--- config.mk ---
export PLATFORM = sky130hd
export DESIGN_NAME = dynamic_limiter_flat
export DESIGN_NICKNAME = d
export VERILOG_FILES = /design/src/rtl/dynamic_limiter_if.sv /design/src/rtl/dynamic_limiter.sv /design/src/flat_wrapper.sv
export SDC_FILE = /design/constraint.sdc
export NUM_CORES = 1
export LEC_CHECK = 0
export ABC_CLOCK_PERIOD_IN_PS = 12300
export CAP_MARGIN = 10
export CELL_PAD_IN_SITES_DETAIL_PLACEMENT = 1
export CELL_PAD_IN_SITES_GLOBAL_PLACEMENT = 1
export CORE_MARGIN = 2
export CORE_UTILIZATION = 48
export DETAILED_ROUTE_END_ITERATION = 12
export PLACE_DENSITY_LB_ADDON = 0.1
export SLEW_MARGIN = 30
export SYNTH_ARGS = -nofsm -noshare
export SYNTH_HDL_FRONTEND = slang
export SYNTH_SLANG_ARGS = --single-unit
--- constraint.sdc ---
create_clock -name clk -period 12.3 [get_ports clk]
set_clock_uncertainty 0.15 [all_clocks]
set_input_delay 2.46 -clock clk [delete_from_list [all_inputs] [get_ports clk]]
set_output_delay 2.46 -clock clk [all_outputs]
set_load 0.1 [all_outputs]
--- src/rtl/dynamic_limiter_if.sv ---
// rtl/dynamic_limiter_if.sv - sample-path handshake bundle for the dynamic limiter
// master drives samples in and observes results; slave is the limiter side.
interface dynamic_limiter_if;
  logic signed [15:0] sample_in;
  logic               sample_valid;
  logic               in_ready;
  logic signed [15:0] sample_out;
  logic               out_valid;

  modport master (
    output sample_in,
    output sample_valid,
    input  in_ready,
    input  sample_out,
    input  out_valid
  );

  modport slave (
    input  sample_in,
    input  sample_valid,
    output in_ready,
    output sample_out,
    output out_valid
  );
endinterface

--- src/rtl/dynamic_limiter.sv ---
// rtl/dynamic_limiter.sv - envelope-following limiter with restoring-divider gain
// Scales each sample by threshold/envelope once the envelope exceeds threshold.
module dynamic_limiter #(
  parameter int GAIN_FRAC = 12
) (
  input  logic                 clk,
  input  logic                 rst,
  dynamic_limiter_if.slave     s,
  input  logic [14:0]          threshold,
  input  logic [3:0]           attack_shift,
  input  logic [3:0]           release_shift,
  input  logic                 bypass,
  output logic [GAIN_FRAC:0]   gain_out,
  output logic                 overrun
);

  localparam int PW = 17 + GAIN_FRAC + 2;
  localparam int CW = $clog2(GAIN_FRAC + 1);
  localparam logic [GAIN_FRAC:0] UNITY = {1'b1, {GAIN_FRAC{1'b0}}};
  localparam logic [CW-1:0] LAST = CW'(GAIN_FRAC);
  localparam logic signed [PW-1:0] SAT_HI = PW'(32767);
  localparam logic signed [PW-1:0] SAT_LO = -PW'(32768);

  typedef enum logic [2:0] {IDLE, ENV, DIV, APPLY, DONE} state_t;

  state_t                   state_q;
  logic signed [15:0]       x_q;
  logic [14:0]              mag_q;
  logic [14:0]              env_q;
  logic [14:0]              rem_q;
  logic                     thr0_q;
  logic [CW-1:0]            cnt_q;
  logic [GAIN_FRAC:0]       gain_q;
  logic signed [15:0]       sample_out_q;
  logic                     out_valid_q;
  logic [GAIN_FRAC:0]       gain_out_q;
  logic                     overrun_q;

  logic [14:0]              mag_d;
  logic signed [15:0]       diff;
  logic [14:0]              abs_d;
  logic [14:0]              step_raw;
  logic [14:0]              step;
  logic [14:0]              env_d;
  logic [15:0]              trial;
  logic                     ge;
  logic [14:0]              rem_d;
  logic signed [PW-1:0]     x_ext;
  logic signed [PW-1:0]     g_ext;
  logic signed [PW-1:0]     prod;
  logic signed [PW-1:0]     shifted;
  logic signed [15:0]       sat;

  assign s.in_ready   = (state_q == IDLE);
  assign s.sample_out = sample_out_q;
  assign s.out_valid  = out_valid_q;
  assign gain_out     = gain_out_q;
  assign overrun      = overrun_q;

  // -32768 has no positive 16-bit counterpart, so its magnitude clips to 32767
  always_comb begin
    mag_d = s.sample_in[14:0];
    if (s.sample_in[15]) begin
      mag_d = (s.sample_in == 16'sh8000) ? 15'h7fff : 15'(-s.sample_in);
    end
  end

  always_comb begin
    diff     = $signed({1'b0, mag_q}) - $signed({1'b0, env_q});
    abs_d    = diff[15] ? 15'(-diff) : diff[14:0];
    step_raw = diff[15] ? (abs_d >> release_shift) : (abs_d >> attack_shift);
    step     = (step_raw == 15'd0) ? 15'd1 : step_raw;
    env_d    = env_q;
    if (diff > 16'sd0) begin
      env_d = env_q + step;
    end else if (diff < 16'sd0) begin
      env_d = env_q - step;
    end
  end

  // First divider step shifts in threshold[0]; threshold<env makes that bit 0, so
  // GAIN_FRAC+1 steps give exactly the quotient of (threshold<<GAIN_FRAC)/env.
  always_comb begin
    trial = {rem_q, (cnt_q == '0) ? thr0_q : 1'b0};
    ge    = (trial >= {1'b0, env_q});
    rem_d = ge ? 15'(trial - {1'b0, env_q}) : trial[14:0];
  end

  always_comb begin
    x_ext   = {{(PW-16){x_q[15]}}, x_q};
    g_ext   = {{(PW-GAIN_FRAC-1){1'b0}}, gain_q};
    prod    = x_ext * g_ext;
    shifted = prod >>> GAIN_FRAC;
    sat     = shifted[15:0];
    if (shifted > SAT_HI) begin
      sat = 16'sh7fff;
    end else if (shifted < SAT_LO) begin
      sat = 16'sh8000;
    end
  end

  always_ff @(posedge clk) begin
    if (rst) begin
      state_q      <= IDLE;
      x_q          <= '0;
      mag_q        <= '0;
      env_q        <= '0;
      rem_q        <= '0;
      thr0_q       <= 1'b0;
      cnt_q        <= '0;
      gain_q       <= UNITY;
      sample_out_q <= '0;
      out_valid_q  <= 1'b0;
      gain_out_q   <= UNITY;
      overrun_q    <= 1'b0;
    end else begin
      if (s.sample_valid && (state_q != IDLE)) begin
        overrun_q <= 1'b1;
      end
      case (state_q)
        IDLE: begin
          if (s.sample_valid) begin
            x_q     <= s.sample_in;
            mag_q   <= mag_d;
            state_q <= ENV;
          end
        end
        ENV: begin
          env_q  <= env_d;
          rem_q  <= {1'b0, threshold[14:1]};
          thr0_q <= threshold[0];
          cnt_q  <= '0;
          if (bypass || (env_d <= threshold)) begin
            gain_q  <= UNITY;
            state_q <= APPLY;
          end else begin
            gain_q  <= '0;
            state_q <= DIV;
          end
        end
        DIV: begin
          rem_q  <= rem_d;
          gain_q <= {gain_q[GAIN_FRAC-1:0], ge};
          cnt_q  <= cnt_q + CW'(1);
          if (cnt_q == LAST) begin
            state_q <= APPLY;
          end
        end
        APPLY: begin
          sample_out_q <= sat;
          gain_out_q   <= gain_q;
          out_valid_q  <= 1'b1;
          state_q      <= DONE;
        end
        DONE: begin
          out_valid_q <= 1'b0;
          state_q     <= IDLE;
        end
        default: state_q <= IDLE;
      endcase
    end
  end

endmodule
--- src/flat_wrapper.sv ---
// flat-port wrapper written by rule: the top's interface ports become plain ports
module dynamic_limiter_flat 
#(
  parameter int GAIN_FRAC = 12
)
  (clk, rst, threshold, attack_shift, release_shift, bypass, gain_out, overrun, s_sample_in, s_sample_valid, s_in_ready, s_sample_out, s_out_valid);
  dynamic_limiter_if s_i ();
  input  logic clk;
  input  logic rst;
  input  logic [14:0] threshold;
  input  logic [3:0] attack_shift;
  input  logic [3:0] release_shift;
  input  logic bypass;
  output logic [GAIN_FRAC:0] gain_out;
  output logic overrun;
  input wire logic [$bits(s_i.sample_in)-1:0] s_sample_in;
  input wire logic [$bits(s_i.sample_valid)-1:0] s_sample_valid;
  output wire logic [$bits(s_i.in_ready)-1:0] s_in_ready;
  output wire logic [$bits(s_i.sample_out)-1:0] s_sample_out;
  output wire logic [$bits(s_i.out_valid)-1:0] s_out_valid;
  assign s_i.sample_in = s_sample_in;
  assign s_i.sample_valid = s_sample_valid;
  assign s_in_ready = s_i.in_ready;
  assign s_sample_out = s_i.sample_out;
  assign s_out_valid = s_i.out_valid;
  dynamic_limiter #(.GAIN_FRAC(GAIN_FRAC)) u_core (.clk(clk), .rst(rst), .s(s_i), .threshold(threshold), .attack_shift(attack_shift), .release_shift(release_shift), .bypass(bypass), .gain_out(gain_out), .overrun(overrun));
endmodule
==> impl_metrics.json <==
{
  "hold_viol": 0,
  "clock_latency_ns": 0.45,
  "ys_seq_area_share_pct": 13.1,
  "critical_path.max_stage_delay_ns": 0.81,
  "dpl_cell_area_sq_mm": 0.0183,
  "fp.dieW_um": 194,
  "critPathLaunchType": "input pin",
  "fmax_mhz": 92.0,
  "synth_top_cell_by_area": "fa_1",
  "hp-class": "flop to flop",
  "drtIter0Drc": 855,
  "crit_type": "input pin to flop",
  "via_per_inst": 5.94,
  "ant_nets": 0,
  "worst_path_most_repeated_cell": "o21bai_1",
  "cts.sinks": 113,
  "ctsHoldBuffers": 0,
  "crit_required_ns": 12.45,
  "drc_errors": 0,
  "final-max-slew-violation-count": 0,
  "clk_path_buf_depth": 2,
  "synthCells": 2144,
  "cts-buffers-inserted": 17,
  "cp-startpoint": "release_shift[0]",
  "ys_types": 88,
  "rows": 69,
  "netlist_top_cells_area": "fa_1 (24%), dfxtp_1 (13%), ha_1 (11%)",
  "synthArstFlopShare_pct": 0,
  "drive_gt1_share_pct": 4.33,
  "synth_edf_count": 0,
  "cp_slowest_cell": "a2111oi_0",
  "syn-num-nets": 2541,
  "hold_path.startpoint": "u_core.gain_out[4]$_SDFFE_PP0P_",
  "num_antenna_cells": 0,
  "max_slew_margin_pct": 28.9,
  "yosysTopAreaCellShare_pct": 23.7,
  "root_buffer": "clkbuf_16",
  "syn_area_sq_mm": 0.0173,
  "multi_input_area_sq_mm": 0.0135,
  "post_cts_resized": 0,
  "via_count": 15500,
  "grt_max_degree": 72,
  "rsz0062_at_grt": "no",
  "die_y_um": 194,
  "fillers": 4251,
  "clkTransAtPathRegs_ns": 0.07,
  "die_area_sq_mm": 0.0376,
  "ys_ff_latch": 113,
  "end_kind": "flop",
  "netlist_top_cells_count": "inv_1 (285), nand2_1 (269), fa_1 (205)",
  "coreArea_sq_mm": 0.0355,
  "wl_per_cell_um": 21.6,
  "grt_pass1_wl_um": 90700,
  "fin_area_sq_mm": 0.0189,
  "grt_antenna_before_repair": 0,
  "drt-pass1-iter-count": 4,
  "area_delta_synth_final_pct": 9.01,
  "max_cap_violations": 0,
  "regArea_sq_mm": 0.00226,
  "grt_pass1_vias": 16500,
  "htreeDepth": 4,
  "finalSetupViolations": 0,
  "cts_setup_buffers": 0,
  "worst_slew_pin_slew_ns": 1.04,
  "synth-main-ff-cell": "dfxtp_1",
  "crit_fanout": 13,
  "finalNetCount": 2533,
  "period_needed_ns": 10.87,
  "numPortBuffers": 74,
  "status": "completed",
  "cts_tree": "built",
  "wirelength_um": 56400,
  "grt_use_total_pct": 30.1,
  "start_util_pct": 48.7,
  "cp_data_arrival_time_ns": 11.02,
  "ys.warnings.count": 0,
  "fin_setup_tns_ns": 0,
  "grt_overflow": 0,
  "fin_crit_sh_pct": 88.4,
  "pin_count": 75,
  "syn_area_per_cell_sq_um": 8.07,
  "gp_congestion": 0.884,
  "place_hpwl_um": 44200,
  "r2r-start": "u_core.env_q[1]$_SDFFE_PP0P_",
  "synth_most_common_cell": "inv_1"
}
worst paths after layout:
check                           cells after the start                              end  slack (ns)
worst min-delay path                                2  u_core.gain_out[4]$_SDFFE_PP0P_        0.31
worst max register to register                     37   u_core.state_q[0]$_SDFFE_PP0P_        1.83
worst max-delay path                               35   u_core.state_q[0]$_SDFFE_PP0P_        1.43
worst min register to register                      2  u_core.gain_out[4]$_SDFFE_PP0P_        0.31
sequential cells by signal, summed over array words and instances, names as in the netlist:
register,flops
u_core.overrun,1
u_core.state_q,3
u_core.gain_out,13
u_core.rem_q,15
u_core.s.out_valid,1
u_core.thr0_q,1
u_core.x_q,16
u_core.env_q,15
u_core.gain_q,13
u_core.mag_q,15
u_core.s.sample_out,16
u_core.cnt_q,4
placed cells by master (no fill, tap or decap), types with 46 or more instances in the layout:
cell type          n
a211oi_1          46
a21oi_1          128
and2_1           119
clkdlybuf4s50_1   73
dfxtp_1          113
fa_1             205
ha_1             149
inv_1            285
nand2_1          269
nor2_1           120
o21ai_0           62
area by class of cell:
| class | count | area share [%] |
|---|---|---|
| multi-input cells | 1632 | 71.8 |
| repair buffers | 87 | 4.43 |
| inverters | 285 | 5.67 |
| clock inverters | 15 | 0.796 |
| clock buffers | 17 | 2.26 |
| flip-flops and latches | 113 | 12.0 |
| well taps | 461 | 3.06 |
critical path, delay by kind of cell:
| kind | cells | cell delay (ns) |
|---|---|---|
| compound gates | 20 | 5.16 |
| fa+ha+maj | 3 | 1.00 |
| mux | 1 | 0.18 |
| buf+inv | 3 | 0.90 |
| xor+xnor | 2 | 0.20 |
| simple gates | 6 | 1.09 |
metal layers:
layer  GRT usage [%]  share of wire [%]  vias to the layer above
li1                -                  -                     7211
met1            38.3                 43                     7954
met2            53.9                 51                      266
met4            10.4                3.0                        0
met3            2.31                2.6                       76
met5               0                  0                        -
logic make-up (layout without fill, tap and decap cells):
group | after synthesis | in the layout | synth area share (%)
muxes | 17 | 17 | 1.01
xor gates and xnor gates | 64 | 64 | 3.24
adders and majority gates | 354 | 354 | 34.5
and+or+nand+nor | 706 | 706 | 19.7
AOI/OAI and AO/OA | 491 | 491 | 19.5
buffers and inverters | 399 | 404 | 8.98
DFF | 113 | 113 | 13.1
metrics by stage:
| stage | hold slack, ns | std cells | util, % | setup WS, ns |
|---|---|---|---|---|
| 6_report | 0.308 | 2610 | 53.1 | 1.43 |
| 5_1_grt | 0.327 | 2610 | 53.1 | 0.754 |
| 4_1_cts | 0.311 | 2610 | 53.1 | 1.39 |
| 3_5_place_dp | 0.299 | 2578 | 51.5 | 0.975 |
| 3_3_place_gp | 0.293 | 2578 | 51.4 | 1.50 |
| 2_1_floorplan | 0.286 | 2144 | - | 3.01 |
Power is not shown: default switching activity piles up to over one toggle a cycle in this logic, so the estimate is an artifact.
